--- config.mk ---
export PLATFORM = sky130hd
export DESIGN_NAME = tablero_juego
export DESIGN_NICKNAME = d
export VERILOG_FILES = /design/src/rtl/tablero_juego.sv
export SDC_FILE = /design/constraint.sdc
export NUM_CORES = 1
export LEC_CHECK = 0
export ABC_AREA = 1
export CELL_PAD_IN_SITES_DETAIL_PLACEMENT = 1
export CELL_PAD_IN_SITES_GLOBAL_PLACEMENT = 1
export CORE_AREA = 2 2 80 102
export DETAILED_ROUTE_END_ITERATION = 7
export DIE_AREA = 0 0 82 104
export PLACE_DENSITY_LB_ADDON = 0.3
export SYNTH_ARGS = -nofsm -noshare
export SYNTH_HDL_FRONTEND = slang
export SYNTH_SLANG_ARGS = --single-unit
--- constraint.sdc ---
create_clock -name clk -period 4.18 [get_ports clk]
set_input_delay 0.418 -clock clk [delete_from_list [all_inputs] [get_ports clk]]
set_output_delay 0.418 -clock clk [all_outputs]
set_load 0.01 [all_outputs]
--- src/rtl/tablero_juego.sv ---
// tablero_juego: tic-tac-toe board controller fed by synchronised per-cell strobes.
// Optional turn timeout is built only when TURN_TIMEOUT_EN is defined.
module tablero_juego #(
  parameter int unsigned TIMEOUT_CICLOS = 250000000
) (
  input  logic        clk,
  input  logic        rst,
  input  logic [8:0]  casillas,
  input  logic        reiniciar,
  output logic [17:0] tablero,
  output logic        turno,
  output logic [1:0]  ganador,
  output logic        empate,
  output logic        jugada_valida,
  output logic        jugada_invalida,
  output logic        timeout_turno
);

  typedef enum logic [1:0] {ESPERA, EVALUA, FIN} estado_e;

  estado_e     estado_q;
  logic [8:0]  sync1_q, sync2_q, prev_q, armado_q;
  logic [1:0]  llenado_q;
  logic [17:0] tablero_q;
  logic        turno_q, empate_q;
  logic [1:0]  ganador_q;
  logic        valida_q, invalida_q, timeout_q;

  logic [8:0]  flanco, ocupadas;
  logic [17:0] escritura;
  logic [1:0]  marca;
  logic        jug_ok, jug_mal, expira;

  function automatic logic hay_linea(input logic [17:0] t, input logic [1:0] m);
    logic [8:0] p;
    for (int i = 0; i < 9; i++) p[i] = (t[2*i +: 2] == m);
    return (p[0] & p[1] & p[2]) | (p[3] & p[4] & p[5]) | (p[6] & p[7] & p[8]) |
           (p[0] & p[3] & p[6]) | (p[1] & p[4] & p[7]) | (p[2] & p[5] & p[8]) |
           (p[0] & p[4] & p[8]) | (p[2] & p[4] & p[6]);
  endfunction

  // A bit only arms once the filled pipeline has seen it low, so a strobe
  // held across reset cannot count until it is released and pressed again.
  always_ff @(posedge clk or posedge rst) begin
    if (rst) begin
      sync1_q   <= '0;
      sync2_q   <= '0;
      prev_q    <= '0;
      armado_q  <= '0;
      llenado_q <= '0;
    end else begin
      // NOTE: sequential state uses non-blocking assignments so every flop samples pre-edge values.
      sync1_q   <= casillas;
      sync2_q   <= sync1_q;
      prev_q    <= sync2_q;
      llenado_q <= {llenado_q[0], 1'b1};
      if (llenado_q[1]) armado_q <= armado_q | ~sync2_q;
    end
  end

  always_comb begin
    // NOTE: every combinational output gets a default first so no latch is inferred.
    ocupadas  = '0;
    escritura = '0;
    marca     = turno_q ? 2'b10 : 2'b01;
    flanco    = sync2_q & ~prev_q & armado_q;
    for (int i = 0; i < 9; i++) begin
      ocupadas[i]         = |tablero_q[2*i +: 2];
      escritura[2*i +: 2] = flanco[i] ? marca : 2'b00;
    end
    jug_ok  = (estado_q == ESPERA) && $onehot(flanco) && ((flanco & ocupadas) == '0);
    jug_mal = (estado_q == ESPERA) && (flanco != '0) && !jug_ok;
  end

`ifdef TURN_TIMEOUT_EN
  localparam int unsigned CNT_W = (TIMEOUT_CICLOS > 1) ? $clog2(TIMEOUT_CICLOS) : 1;
  localparam logic [CNT_W-1:0] CNT_MAX = CNT_W'(TIMEOUT_CICLOS - 1);

  logic [CNT_W-1:0] cuenta_q;

  assign expira = (estado_q == ESPERA) && (cuenta_q == CNT_MAX);

  // An invalid move landing on the expiry cycle holds the count so expiry fires next cycle.
  always_ff @(posedge clk or posedge rst) begin
    if (rst) begin
      cuenta_q <= '0;
    end else if (reiniciar || jug_ok || (expira && !jug_mal)) begin
      cuenta_q <= '0;
    end else if (estado_q == ESPERA && !expira) begin
      cuenta_q <= cuenta_q + 1'b1;
    end
  end
`else
  // Parameter kept on the interface; without the timeout feature it has no effect.
  assign expira = (TIMEOUT_CICLOS == 0) && 1'b0;
`endif

  always_ff @(posedge clk or posedge rst) begin
    if (rst) begin
      estado_q   <= ESPERA;
      tablero_q  <= '0;
      turno_q    <= 1'b0;
      ganador_q  <= 2'b00;
      empate_q   <= 1'b0;
      valida_q   <= 1'b0;
      invalida_q <= 1'b0;
      timeout_q  <= 1'b0;
    end else begin
      valida_q   <= 1'b0;
      invalida_q <= 1'b0;
      timeout_q  <= 1'b0;
      if (reiniciar) begin
        estado_q  <= ESPERA;
        tablero_q <= '0;
        turno_q   <= 1'b0;
        ganador_q <= 2'b00;
        empate_q  <= 1'b0;
      end else begin
        case (estado_q)
          ESPERA: begin
            if (jug_ok) begin
              tablero_q <= tablero_q | escritura;
              valida_q  <= 1'b1;
              estado_q  <= EVALUA;
            end else if (jug_mal) begin
              invalida_q <= 1'b1;
            end else if (expira) begin
              turno_q   <= ~turno_q;
              timeout_q <= 1'b1;
            end
          end
          EVALUA: begin
            if (hay_linea(tablero_q, marca)) begin
              ganador_q <= marca;
              estado_q  <= FIN;
            end else if (&ocupadas) begin
              empate_q <= 1'b1;
              estado_q <= FIN;
            end else begin
              turno_q  <= ~turno_q;
              estado_q <= ESPERA;
            end
          end
          FIN:     estado_q <= FIN;
          default: estado_q <= ESPERA;
        endcase
      end
    end
  end

  assign tablero         = tablero_q;
  assign turno           = turno_q;
  assign ganador         = ganador_q;
  assign empate          = empate_q;
  assign jugada_valida   = valida_q;
  assign jugada_invalida = invalida_q;
  assign timeout_turno   = timeout_q;

endmodule

# == Word-level counts from Yosys, hierarchy flattened ==
# Index checks and enable logic that the tools add are counted.
# totals
ff_bits,64
input_bits,12
out_inout_bits,25
wordCells,129
# classes
add_sub_neg,8
eq_ne,15
mux,36
bitwise_logic,31
n_reduce_logical,27
# op_table
operator,n
two-way mux 18 bit,3
two-way mux 2 bit,17
AND 9 bit,3
equality test 2 bit,9
inverter 9 bit,2
bitwise OR 18 bit,1
OR reduction 2 bit,9
AND 1 bit,16
two-way mux 1 bit,15
nonzero test 2 bit,5
zero test 9 bit,1
bitwise OR 9 bit,1
AND reduction 9 bit,1
nonzero test 9 bit,1
adder 1 x 1 -> 2 bit,4
bitwise OR 1 bit,7
adder 2 x 2 -> 3 bit,2
one-hot mux 2 bit (3 select lines),1
AND reduction 3 bit,2
adder 3 x 3 -> 4 bit,1
adder 4 x 1 -> 4 bit,1
"equality test 4 x 1 -> 1 bit, second input constant",1
logical AND 1 bit,4
"inequality test 2 bit, second input constant",2
other kinds (7),8

# == Longest topological paths before layout ==
# logic_depth
ltp_word,16
mapped_depth,20
mapped_depth_nobuf,19

# == Worst setup path before layout ==
# No wires, ideal clock.
# synth_path
kind,reg-to-reg
start,reg prev_q[1]
end,reg tablero_q[4] (netlist: tablero[4])
setup_time_ps,117
arrival_ps,3472
required_ps,4063
path_slack_ps,592
stages_incl_launch_ff,17
path_buffers,1
period_less_slack_ps,3588
path_cell_list,dfrtp_1 nor3_4 fa_1 inv_1 fa_1 fa_1 inv_1 fa_1 inv_1 fa_1 nand4_1 nor2_1 nand4_2 nand2_4 buf_6 nand2_1 nand2_1
# synth_via
elab_chain_len,12
elab_cells_between_ends,14
cone_classes,4 x add/sub; 1 x eq/ne; 4 x bitwise; 5 x reduce/logical
# synth_rtl
element,line_no,source
start: declaration,22,"logic [8:0] sync1_q, sync2_q, prev_q, armado_q;"
start signal: assignment,55,prev_q <= sync2_q;
inverter 9 bit *,66,flanco = sync2_q & ~prev_q & armado_q;
AND 9 bit * (2 in a row),66,
adder 1 x 1 -> 2 bit (not written as such),71,jug_ok = (estado_q == ESPERA) && $onehot(flanco) && ((flanco & ocupadas) == '0);
adder 2 x 2 -> 3 bit (not written as such),71,
adder 3 x 3 -> 4 bit (not written as such),71,
adder 4 x 1 -> 4 bit (not written as such),71,
equality test 4 x 1 -> 1 bit,71,
logical AND 1 bit,71,
logical AND 1 bit *,71,
nonzero test 2 bit (no source line) *,--,
AND reduction 2 bit (no source line) *,--,
end signal: assignment,122,tablero_q <= tablero_q | escritura;
end: declaration,24,logic [17:0] tablero_q;
# Mark *: on every way between the ends. The rest lies on a longest branch, timed or not.
# A chain may end at the register's enable or synchronous reset.

# == Worst setup path in the final report ==
# layout_path
start,reg prev_q[0]
end,reg tablero_q[14] (netlist: tablero[14])
# Same word-level chain as after synthesis.

==> metrics.md <==
| Metric | Value |
|---|---|
| Critical path's slowest cell | `fa_1` |
| Max Clk Rate | `254 MHz` |
| Worst r2r src | `prev_q[0]` |
| CP required | `4.43 ns` |
| Number of global-route vias before repair | `2675` |
| Die Y | `104 um` |
| Synth async-reset ratio | `100%` |
| Via/cell ratio | `5.08` |
| Status | `finished clean` |
| Number of remaining DRC errors | `0` |
| Critical Path Sink Type | `flop` |
| Synthesized Nets | `385` |
| First-pass DRT Iterations | `4` |
| Htree depth | `3` |
| Most frequent cells in the layout | `nand2_1, dfrtp_1, clkdlybuf4s50_1` |
| Critical path class | `reg2reg` |
| Mapped Area | `3100 um^2` |
| Die Span X | `82 um` |
| Clk slew on worst S/H paths | `0.08 ns` |
| Register area share after synthesis | `51.6%` |
| Syn-to-layout area delta | `22.6%` |
| # hold bufs at CTS | `0` |
| Overflow after GRT | `0` |
| Clk Latency, worst-skew pair | `0.36 ns` |
| I/O Pins | `37` |
| Drt initial violations | `73` |
| Clk root buf | `clkbuf_8` |
| WHS Path Cells | `0` |
| Slowest Stage Delay on Critical Path | `0.46 ns` |
| Final min period | `3.93 ns` |
| Max_cap viols | `0` |
| Max_slew headroom | `53.9%` |
| # rows | `36` |
| Post-Syn Instances | `365` |
| Buffer and inverter count on the worst path | `5` |
| IO Port Bufs | `35` |
| Remaining antenna violation count after routing | `0` |
| N_diodes | `0` |
| Final Slew Violations | `0` |
| Cell total after placement | `489` |
| FILL cells | `900` |
| Initial antenna violation count | `0` |
| Worst r2r path cells | `18` |
| Via count | `2585` |
| Fin crit share | `94.1%` |
| Final Setup Violations | `0` |
| Final wirelength | `7650 um` |
| CP Max Fanout | `8` |
| Detailed Place HPWL | `5450 um` |
| Fin cells | `509` |
| CTS Buffer Depth | `2` |
| Fin util | `50.3%` |
| R2R Path End | `tablero[14]` |
| FF+latch count, synth | `64` |
| CP startpoint kind | `flop` |
| CTS tree | `done` |
| Cell family with most CP delay | `adder cells` |
| Worst vdd ir | `287 uV` |
| Die footprint | `8530 um^2` |
| Actual slew at the worst max-slew pin | `0.690 ns` |
| CP Data Arrival Time | `4.18 ns` |
| Pwr/cell area | `568 nW/um^2` |
| Global-route wire length before repair | `12500 um` |
| Total GRT Usage | `19.6%` |
| Core region area | `7570 um^2` |
| Reg2Reg Setup Slack | `0.25 ns` |
| CP most frequent cell | `fa_1` |
| Setup TNS | `0 ns` |
| Setup WS post-layout | `0.249 ns` |
| P_leak | `0.00180 uW` |
| Pre-CTS setup slack | `0.0942 ns` |
| Crit path cell chain | `nor3_4 > fa_1 > inv_1 > fa_1 > fa_1 > inv_1 > fa_1 > inv_1 > fa_1 > inv_2 > nand4_1 > o21ai_1 > nand4_1 > nor2_2 > nand4_4 > buf_6 > nand3_1 > nand2_1` |
| WL/cell | `15.0 um` |
| Min Hold Slack | `0.350 ns` |
| Final hold violations | `0` |
| Initial Util | `41.0%` |
| CTS sink count | `64` |
| Average size of a mapped cell | `8.50 um^2` |
| Layout cell share with drive strength beyond 1 | `13.0%` |
| Synth Flop Type | `dfrtp_1` |
| Synth Warn # | `0` |
| Clock Skew | `0.0117 ns` |
| Number of synthesized flops with an enable pin | `0` |
| Largest net degree at the start of global routing | `34` |
| Synth unique cells | `34` |
| Min-delay src | `sync1_q[1]` |
| HP Class | `reg2reg` |
| Routability congestion estimate | `0.829` |
| Hold Path Sink | `sync2_q[1]` |
| Cts bufs inserted | `9` |
| Commonest non-fill, non-tap cell in the layout | `nand2_1` |
| RSZ-0062 raised after global routing | `true` |
| NumNets Final | `430` |
-- layer usage --
metal	share of wire, %	GRT usage, %	vias up
met5	0	0	-
li1	-	-	1235
met2	53	33.1	53
met3	3.5	5.30	14
met1	41	22.5	1283
met4	2.5	8.69	0
-- sequential cells by signal, summed over array words and instances, names as in the netlist --
signal           count
jugada_valida        1
armado_q             9
tablero             18
prev_q               9
estado_q             2
llenado_q            2
jugada_invalida      1
empate               1
sync1_q              9
sync2_q              9
turno                1
ganador              2
-- what timing repair did --
item	CTS	global route
endpoints found under the setup margin	0	20
setup buffers	0	5
gates resized for setup	0	5
-- worst max path at each step --
stage	cells past startpoint	start	endpoint	slack (ns)
6_report	18	prev_q[0]	tablero[14]	0.25
5_1_grt	19	armado_q[1]	tablero[16]	-0.02
4_1_cts	19	sync2_q[0]	tablero[3]	0.09
3_5_place_dp	19	sync2_q[0]	tablero[14]	0.09
3_3_place_gp	19	sync2_q[1]	tablero[16]	0.32
2_1_floorplan	16	prev_q[1]	tablero[4]	0.59
-- per-stage QoR --
stage	total power, uW	instance area (um^2)
floorplan	1310	3100
global placement	1580	3540
detailed placement	1600	3540
CTS	2150	3740
global route	2310	3800
finish	2160	3800
-- power by group --
group	internal, uW	total (uW)	switching, uW
Combinational	329	848	519
Clock	287	531	244
Sequential	701	781	80.2
-- cell families after synthesis --
logic type               synth area share (%)
AO/OA/AOI/OAI                            7.98
adder cells (fa/ha/maj)                  4.44
buffers and inverters                    8.39
flip-flops                               51.6
other                                   0.242
AND/OR/NAND/NOR                          27.3
-- final cells by class --
| cell class | instances | area [um^2] | area share (%) |
|---|---|---|---|
| inverters | 48 | 180 | 4.74 |
| flip-flops and latches | 64 | 1600 | 42.1 |
| clock buffers | 10 | 138 | 3.62 |
| well taps | 95 | 119 | 3.12 |
| repair buffers | 47 | 448 | 11.8 |
| multi-input cells | 240 | 1260 | 33.1 |
| clock inverters | 5 | 57.6 | 1.51 |
-- cells in the mapped netlist, types with 2 or more instances --
| cell | number | share of area, % |
|---|---|---|
| nor2_1 | 26 | 3.1 |
| nand2_1 | 112 | 14 |
| a211oi_1 | 3 | 0.73 |
| conb_1 | 2 | 0.24 |
| clkbuf_1 | 5 | 0.60 |
| buf_4 | 4 | 0.97 |
| nand4_1 | 9 | 1.8 |
| inv_1 | 35 | 4.2 |
| o21ai_1 | 4 | 0.65 |
| nor2_2 | 2 | 0.40 |
| nand2_2 | 4 | 0.81 |
| clkinv_1 | 3 | 0.36 |
| ha_1 | 3 | 1.2 |
| o21ai_0 | 8 | 1.3 |
| a21oi_1 | 21 | 3.4 |
| buf_6 | 2 | 0.73 |
| nor3_1 | 2 | 0.32 |
| o21bai_1 | 4 | 0.97 |
| inv_2 | 10 | 1.2 |
| nand3_1 | 22 | 3.5 |
| nor3_4 | 4 | 2.1 |
| dfrtp_1 | 64 | 52 |
| fa_1 | 5 | 3.2 |
No activity file was read; power rests on OpenSTA's default activity.
